## src/rtl/read_arbiter_pkg.sv

```systemverilog
// Shared sizing, FSM state type and index-width helper for the SRAM read arbiter.
package sram_ctl_pkg;

    function automatic int idx_w(input int n);
        return (n > 1) ? $clog2(n) : 1;
    endfunction

    localparam int NUM_PORTS = 16;
    localparam int LEN_W     = 8;
    localparam int PORT_W    = idx_w(NUM_PORTS);

    typedef enum logic {
        IDLE  = 1'b0,
        BURST = 1'b1
    } state_t;

endpackage

```

## src/rtl/read_arbiter_if.sv

```systemverilog
// Request/grant and SRAM beat signals between requesters and the read arbiter.
interface read_arbiter_if #(
    parameter int NUM_PORTS = sram_ctl_pkg::NUM_PORTS,
    parameter int LEN_W     = sram_ctl_pkg::LEN_W
);
    localparam int IDX_W = sram_ctl_pkg::idx_w(NUM_PORTS);

    logic [NUM_PORTS-1:0]       req;
    logic [NUM_PORTS*LEN_W-1:0] req_len;
    logic                       sram_rdy;
    logic [NUM_PORTS-1:0]       gnt;
    logic [IDX_W-1:0]           gnt_port;
    logic                       busy;
    logic                       rd_en;
    logic                       rd_last;
    logic [LEN_W-1:0]           beat;

    modport master (
        output req, req_len, sram_rdy,
        input  gnt, gnt_port, busy, rd_en, rd_last, beat
    );

    modport slave (
        input  req, req_len, sram_rdy,
        output gnt, gnt_port, busy, rd_en, rd_last, beat
    );

endinterface

```

## src/rtl/read_arbiter_rr_pick.sv

```systemverilog
// Round-robin search: first requesting port after ptr, wrapping, ptr itself last.
module rr_pick #(
    parameter int NUM_PORTS = sram_ctl_pkg::NUM_PORTS,
    parameter int IDX_W     = sram_ctl_pkg::PORT_W
) (
    input  logic [NUM_PORTS-1:0] req,
    input  logic [IDX_W-1:0]     ptr,
    output logic [IDX_W-1:0]     win,
    output logic                 found
);

    // Scan farthest-first so the nearest requester after ptr overwrites the rest.
    always_comb begin
        win   = '0;
        found = 1'b0;
        for (int i = NUM_PORTS; i >= 1; i--) begin
            if (req[(int'(ptr) + i) % NUM_PORTS]) begin
                win   = IDX_W'((int'(ptr) + i) % NUM_PORTS);
                found = 1'b1;
            end
        end
    end

endmodule

```

## src/rtl/read_arbiter.sv

```systemverilog
// Round-robin arbiter granting one requester at a time a burst on the shared SRAM read channel.
//   state | meaning
//   IDLE  | no owner; arbitrate any pending req on the next edge
//   BURST | owner issues one beat per cycle with sram_rdy high
module read_arbiter #(
    parameter int NUM_PORTS = sram_ctl_pkg::NUM_PORTS,
    parameter int LEN_W     = sram_ctl_pkg::LEN_W
) (
    input  logic           clk,
    input  logic           rst,
    read_arbiter_if.slave  bus
);
    import sram_ctl_pkg::*;

    localparam int IDX_W = idx_w(NUM_PORTS);

    state_t               state, state_nxt;
    logic [IDX_W-1:0]     ptr;
    logic [IDX_W-1:0]     win;
    logic                 found;
    logic [IDX_W-1:0]     gnt_port;
    logic [NUM_PORTS-1:0] gnt;
    logic [LEN_W-1:0]     last_beat;
    logic [LEN_W-1:0]     beat;
    logic [LEN_W-1:0]     win_len;
    logic                 last;
    logic                 rd_en;

    rr_pick #(
        .NUM_PORTS (NUM_PORTS),
        .IDX_W     (IDX_W)
    ) u_pick (
        .req   (bus.req),
        .ptr   (ptr),
        .win   (win),
        .found (found)
    );

    assign win_len = bus.req_len[win*LEN_W +: LEN_W];

    always_ff @(posedge clk or negedge rst) begin
        if (!rst) state <= IDLE;
        else      state <= state_nxt;
    end

    always_comb begin
        state_nxt = state;
        rd_en     = 1'b0;
        last      = (beat == last_beat);
        case (state)
            IDLE: begin
                if (found) state_nxt = BURST;
            end
            BURST: begin
                rd_en = bus.sram_rdy;
                if (rd_en && last) state_nxt = IDLE;
            end
            default: state_nxt = IDLE;
        endcase
    end

    // A zero-length request is latched as a single-beat burst.
    always_ff @(posedge clk or negedge rst) begin
        if (!rst) begin
            gnt       <= '0;
            gnt_port  <= '0;
            ptr       <= IDX_W'(NUM_PORTS - 1);
            last_beat <= '0;
            beat      <= '0;
        end else begin
            gnt <= '0;
            if (state == IDLE && found) begin
                gnt       <= NUM_PORTS'(1) << win;
                gnt_port  <= win;
                last_beat <= (win_len == '0) ? '0 : win_len - LEN_W'(1);
                beat      <= '0;
            end else if (rd_en) begin
                if (last) begin
                    ptr  <= gnt_port;
                    beat <= '0;
                end else begin
                    beat <= beat + LEN_W'(1);
                end
            end
        end
    end

    assign bus.gnt      = gnt;
    assign bus.gnt_port = gnt_port;
    assign bus.busy     = (state == BURST);
    assign bus.rd_en    = rd_en;
    assign bus.rd_last  = rd_en & last;
    assign bus.beat     = beat;

endmodule

```

## src/flat_wrapper.sv

```systemverilog
// flat-port wrapper written by rule: the top's interface ports become plain ports
module read_arbiter_flat import sram_ctl_pkg::*;
#(
    parameter int NUM_PORTS = sram_ctl_pkg::NUM_PORTS,
    parameter int LEN_W     = sram_ctl_pkg::LEN_W
)
  (clk, rst, bus_req, bus_req_len, bus_sram_rdy, bus_gnt, bus_gnt_port, bus_busy, bus_rd_en, bus_rd_last, bus_beat);
  read_arbiter_if #(.NUM_PORTS(NUM_PORTS), .LEN_W(LEN_W)) bus_i ();
  input  logic clk;
  input  logic rst;
  input wire logic [$bits(bus_i.req)-1:0] bus_req;
  input wire logic [$bits(bus_i.req_len)-1:0] bus_req_len;
  input wire logic [$bits(bus_i.sram_rdy)-1:0] bus_sram_rdy;
  output wire logic [$bits(bus_i.gnt)-1:0] bus_gnt;
  output wire logic [$bits(bus_i.gnt_port)-1:0] bus_gnt_port;
  output wire logic [$bits(bus_i.busy)-1:0] bus_busy;
  output wire logic [$bits(bus_i.rd_en)-1:0] bus_rd_en;
  output wire logic [$bits(bus_i.rd_last)-1:0] bus_rd_last;
  output wire logic [$bits(bus_i.beat)-1:0] bus_beat;
  assign bus_i.req = bus_req;
  assign bus_i.req_len = bus_req_len;
  assign bus_i.sram_rdy = bus_sram_rdy;
  assign bus_gnt = bus_i.gnt;
  assign bus_gnt_port = bus_i.gnt_port;
  assign bus_busy = bus_i.busy;
  assign bus_rd_en = bus_i.rd_en;
  assign bus_rd_last = bus_i.rd_last;
  assign bus_beat = bus_i.beat;
  read_arbiter #(.NUM_PORTS(NUM_PORTS), .LEN_W(LEN_W)) u_core (.clk(clk), .rst(rst), .bus(bus_i));
endmodule
```

## config.mk

```make
export PLATFORM = sky130hd
export DESIGN_NAME = read_arbiter_flat
export DESIGN_NICKNAME = d
export VERILOG_FILES = /design/src/rtl/read_arbiter_pkg.sv /design/src/rtl/read_arbiter_if.sv /design/src/rtl/read_arbiter_rr_pick.sv /design/src/rtl/read_arbiter.sv /design/src/flat_wrapper.sv
export SDC_FILE = /design/constraint.sdc
export NUM_CORES = 1
export LEC_CHECK = 0
export ABC_AREA = 1
export ABC_CLOCK_PERIOD_IN_PS = 5700
export CAP_MARGIN = 20
export CORE_ASPECT_RATIO = 1.5
export CORE_MARGIN = 3
export CORE_UTILIZATION = 47
export CTS_CLUSTER_SIZE = 8
export DETAILED_ROUTE_END_ITERATION = 12
export GPL_TIMING_DRIVEN = 0
export HOLD_SLACK_MARGIN = 0.06
export PLACE_DENSITY = 0.82
export SLEW_MARGIN = 20
export SYNTH_ARGS = -nofsm -noshare
export SYNTH_HDL_FRONTEND = slang
export SYNTH_SLANG_ARGS = --single-unit
```

## constraint.sdc

```tcl
create_clock -name clk -period 5.7 [get_ports clk]
set_input_delay 1.14 -clock clk [delete_from_list [all_inputs] [get_ports clk]]
set_output_delay 1.14 -clock clk [all_outputs]
set_load 0.005 [all_outputs]
```

==> results.tsv <==
stage	metric	value	unit
cells_and_area	antenna_diode_count	0	
floorplanning	die_width	90.2	um
detailed_routing	drt.antenna.violating_nets	0	
clock_tree	worst_skew_pair.late_latency	0.28	ns
worst_setup_path	arrival	5.46	ns
placement	routability_driven_placement_congestion_ratio	0.968	
global_routing	globalRoute.totalOverflow	0	
hold_path	min_path_cells	2	
synthesis	syn-instance-count	914	
clock_tree	cts.path.max_buffers	2	
sta	final_max_slew_violation_count	0	
worst_setup_path	cp_max_fo	10	
floorplanning	io_pins	178	
cells_and_area	fin_cells	1241	
placement	dp_hpwl	15300	um
floorplanning	core	10200	sq um
cells_and_area	synthToLayoutAreaGrowth	42.6	%
worst_setup_path	timing.rr.start	u_core.ptr[0]	
sta	fin_setup_tns	0	ns
sta	rsz0062_at_grt	false	
synthesis	postSynth.asyncResetShare	100	%
clock_tree	clock-sinks	41	
detailed_routing	vias_per_cell	5.32	
cells_and_area	fillers	968	
detailed_routing	number_of_remaining_drc_errors	0	
detailed_routing	drtIter0Drc	416	
synthesis	synth.yosys.warnings	0	
placement	dpl.cell_count	1233	
detailed_routing	route.detailed.wl_per_inst	14.9	um
worst_setup_path	cp_data_required_time	5.91	ns
detailed_routing	drt-pass1-iter-count	5	
synthesis	yosys_most_used_dff	sky130_fd_sc_hd__dfrtp_1	
sta	fin_crit	5.24	ns
synthesis	synth_nets	1071	
global_routing	number_of_global_route_vias_before_repair	6662	
synthesis	number_of_flops_mapped_to_enable_cells_by_yosys	0	
synthesis	post-synth-top-area-cell	sky130_fd_sc_hd__nand2_1	
global_routing	track_usage	30.6	%
worst_setup_path	crit_start	u_core.ptr[0]	
cells_and_area	drive_above_1_share	6.27	%
worst_setup_path	ff2ff_path_depth	42	
floorplanning	initial_core_util	48.7	%
synthesis	synthMostInstantiatedCell	sky130_fd_sc_hd__nand2_1	
worst_setup_path	path_class	reg2reg	
clock_tree	clockRootBuffer	sky130_fd_sc_hd__clkbuf_16	
synthesis	post_syn_area_per_cell	5.46	sq um
floorplanning	die_y	132	um
worst_setup_path	critPathCaptureType	register	
hold_path	hp-start	u_core.last_beat[7]	
job	max-cap-violations	0	
floorplanning	num_rows	45	
clock_tree	cts_inserted_buffers	5	
hold_path	timing.hold.worst.class	reg2reg	
sta	maxClockFrequency	191	MHz
synthesis	yosysTopAreaCellShare	32.6	%
detailed_routing	routed_wl	18500	um
worst_setup_path	setup.reg_to_reg.worst_slack	0.46	ns
placement	io_buffer_count	177	
sta	report.final.hold_viol_count	0	
detailed_routing	detailroute.via_count	6601	
synthesis	synth-seq-cells	41	
clock_tree	h-tree-depth	2	
worst_setup_path	cpMostUsedCell	sky130_fd_sc_hd__nand2_1	
sta	relSlewSlack	61.3	%
global_routing	grt_max_degree	28	
global_routing	antenna_found_initial	1	
clock_tree	cts_tree	built	
worst_setup_path	critical_path.startpoint_type	register	
cells_and_area	nNetsFinal	1256	
sta	tightest_slew	0.580	ns
worst_setup_path	cpPeakStageDelay	0.63	ns
clock_tree	clkTransAtPathRegs	0.05	ns
synthesis	yosysSeqAreaShare	20.6	%
sta	clock_skew	0.00366	ns
global_routing	grt_pass1_wl	30200	um
synthesis	synthDistinctLibCells	37	
worst_setup_path	worst_path_max_delay_cell	sky130_fd_sc_hd__dfstp_2	
floorplanning	floorplan.die_area	11900	sq um
synthesis	post_synth_most_frequent_cells	434 x sky130_fd_sc_hd__nand2_1, 171 x sky130_fd_sc_hd__nand3_1, 56 x sky130_fd_sc_hd__inv_1	
run_status	run_status	completed	
sta	final_min_period_over_clock_period	92.0	%
sta	final-setup-viol-count	0	
clock_tree	cts_hold_buf	0	
synthesis	ys_top_cells_by_area	sky130_fd_sc_hd__nand2_1 33%, sky130_fd_sc_hd__dfrtp_1 19%, sky130_fd_sc_hd__nand3_1 17%	
synthesis	cell_area_after_synthesis	4990	sq um
## critical path: cells and delay by family, from the launching register on
kind                     cells  cell delay [ns]
adder cells (fa/ha/maj)      2             0.58
flip-flops                   1             0.63
buffers and inverters        9             1.49
AND/OR/NAND/NOR             31             2.45
## layout by cell type (no fill, tap or decap), types with 9 or more instances in the layout
cell	Yosys	layout
sky130_fd_sc_hd__nand2_1	434	434
sky130_fd_sc_hd__clkdlybuf4s50_1	0	176
sky130_fd_sc_hd__nand3_1	171	171
sky130_fd_sc_hd__inv_1	56	56
sky130_fd_sc_hd__a21oi_1	37	37
sky130_fd_sc_hd__nor2_1	37	37
sky130_fd_sc_hd__dfrtp_1	37	37
sky130_fd_sc_hd__o21ai_0	18	18
sky130_fd_sc_hd__buf_2	17	17
sky130_fd_sc_hd__o21ai_1	10	10
sky130_fd_sc_hd__clkbuf_1	10	10
sky130_fd_sc_hd__ha_1	10	9
## path summary, 6_finish.rpt
kind | end
worst max-delay path | u_core.last_beat[7]
worst min-delay path | u_core.last_beat[7]
worst max register to register | u_core.last_beat[7]
worst min register to register | u_core.last_beat[7]
max in group asynchronous | u_core.ptr[2]
min in group asynchronous | u_core.bus.beat[5]
## metrics by stage
step / area, sq um / utilization (%) / setup slack [ns] / hold slack, ns
floorplan: 4990 / - / 1.45 / 0.463
global placement: 6940 / 67.7 / 0.313 / 0.485
detailed placement: 6960 / 67.9 / 0.314 / 0.518
CTS: 7100 / 69.3 / 0.303 / 0.532
global route: 7120 / 69.5 / 0.0261 / 0.554
finish: 7120 / 69.5 / 0.455 / 0.534
## sequential cells by signal (all words and copies together) (netlist names)
register	cells
u_core.bus.beat	8
u_core.bus.busy	1
u_core.bus.gnt	16
u_core.bus.gnt_port	4
u_core.last_beat	8
u_core.ptr	4
## cell families (layout without fill, tap and decap cells)
kind of cell    count (synthesis)  count (layout)  synth area share (%)
simple gates                  669             669                  56.2
buf+inv                       105             291                  9.67
compound gates                 80              80                  8.90
flops                          41              41                  20.6
fa+ha+maj                      10              10                  2.51
xor+xnor                        9               9                  2.10
## metal layers
layer | wire length [um] | vias up | GRT usage, %
met2 | 9350 | 312 | 56.5
li1 | - | 3316 | -
met5 | 7 | - | 0
met4 | 1160 | 2 | 19.5
met1 | 6680 | 2882 | 31.1
met3 | 1350 | 89 | 5.88
## final cells by class
class / instances / area [sq um] / area share [%]
plain buffers: 39 / 240 / 3.37
clock buffers: 8 / 146 / 2.06
inverters: 66 / 248 / 3.48
multi-input cells: 768 / 3490 / 49.0
flip-flops and latches: 41 / 1030 / 14.5
well taps: 141 / 176 / 2.48
repair buffers: 178 / 1790 / 25.1
## what timing repair did
item,CTS,global route
resized for setup,0,6
setup endpoints to repair,0,8
buffers inserted,0,0
endpoints found under the hold margin,0,0
Power is not shown: default switching activity piles up to over one toggle a cycle in this logic, so the estimate is an artifact.
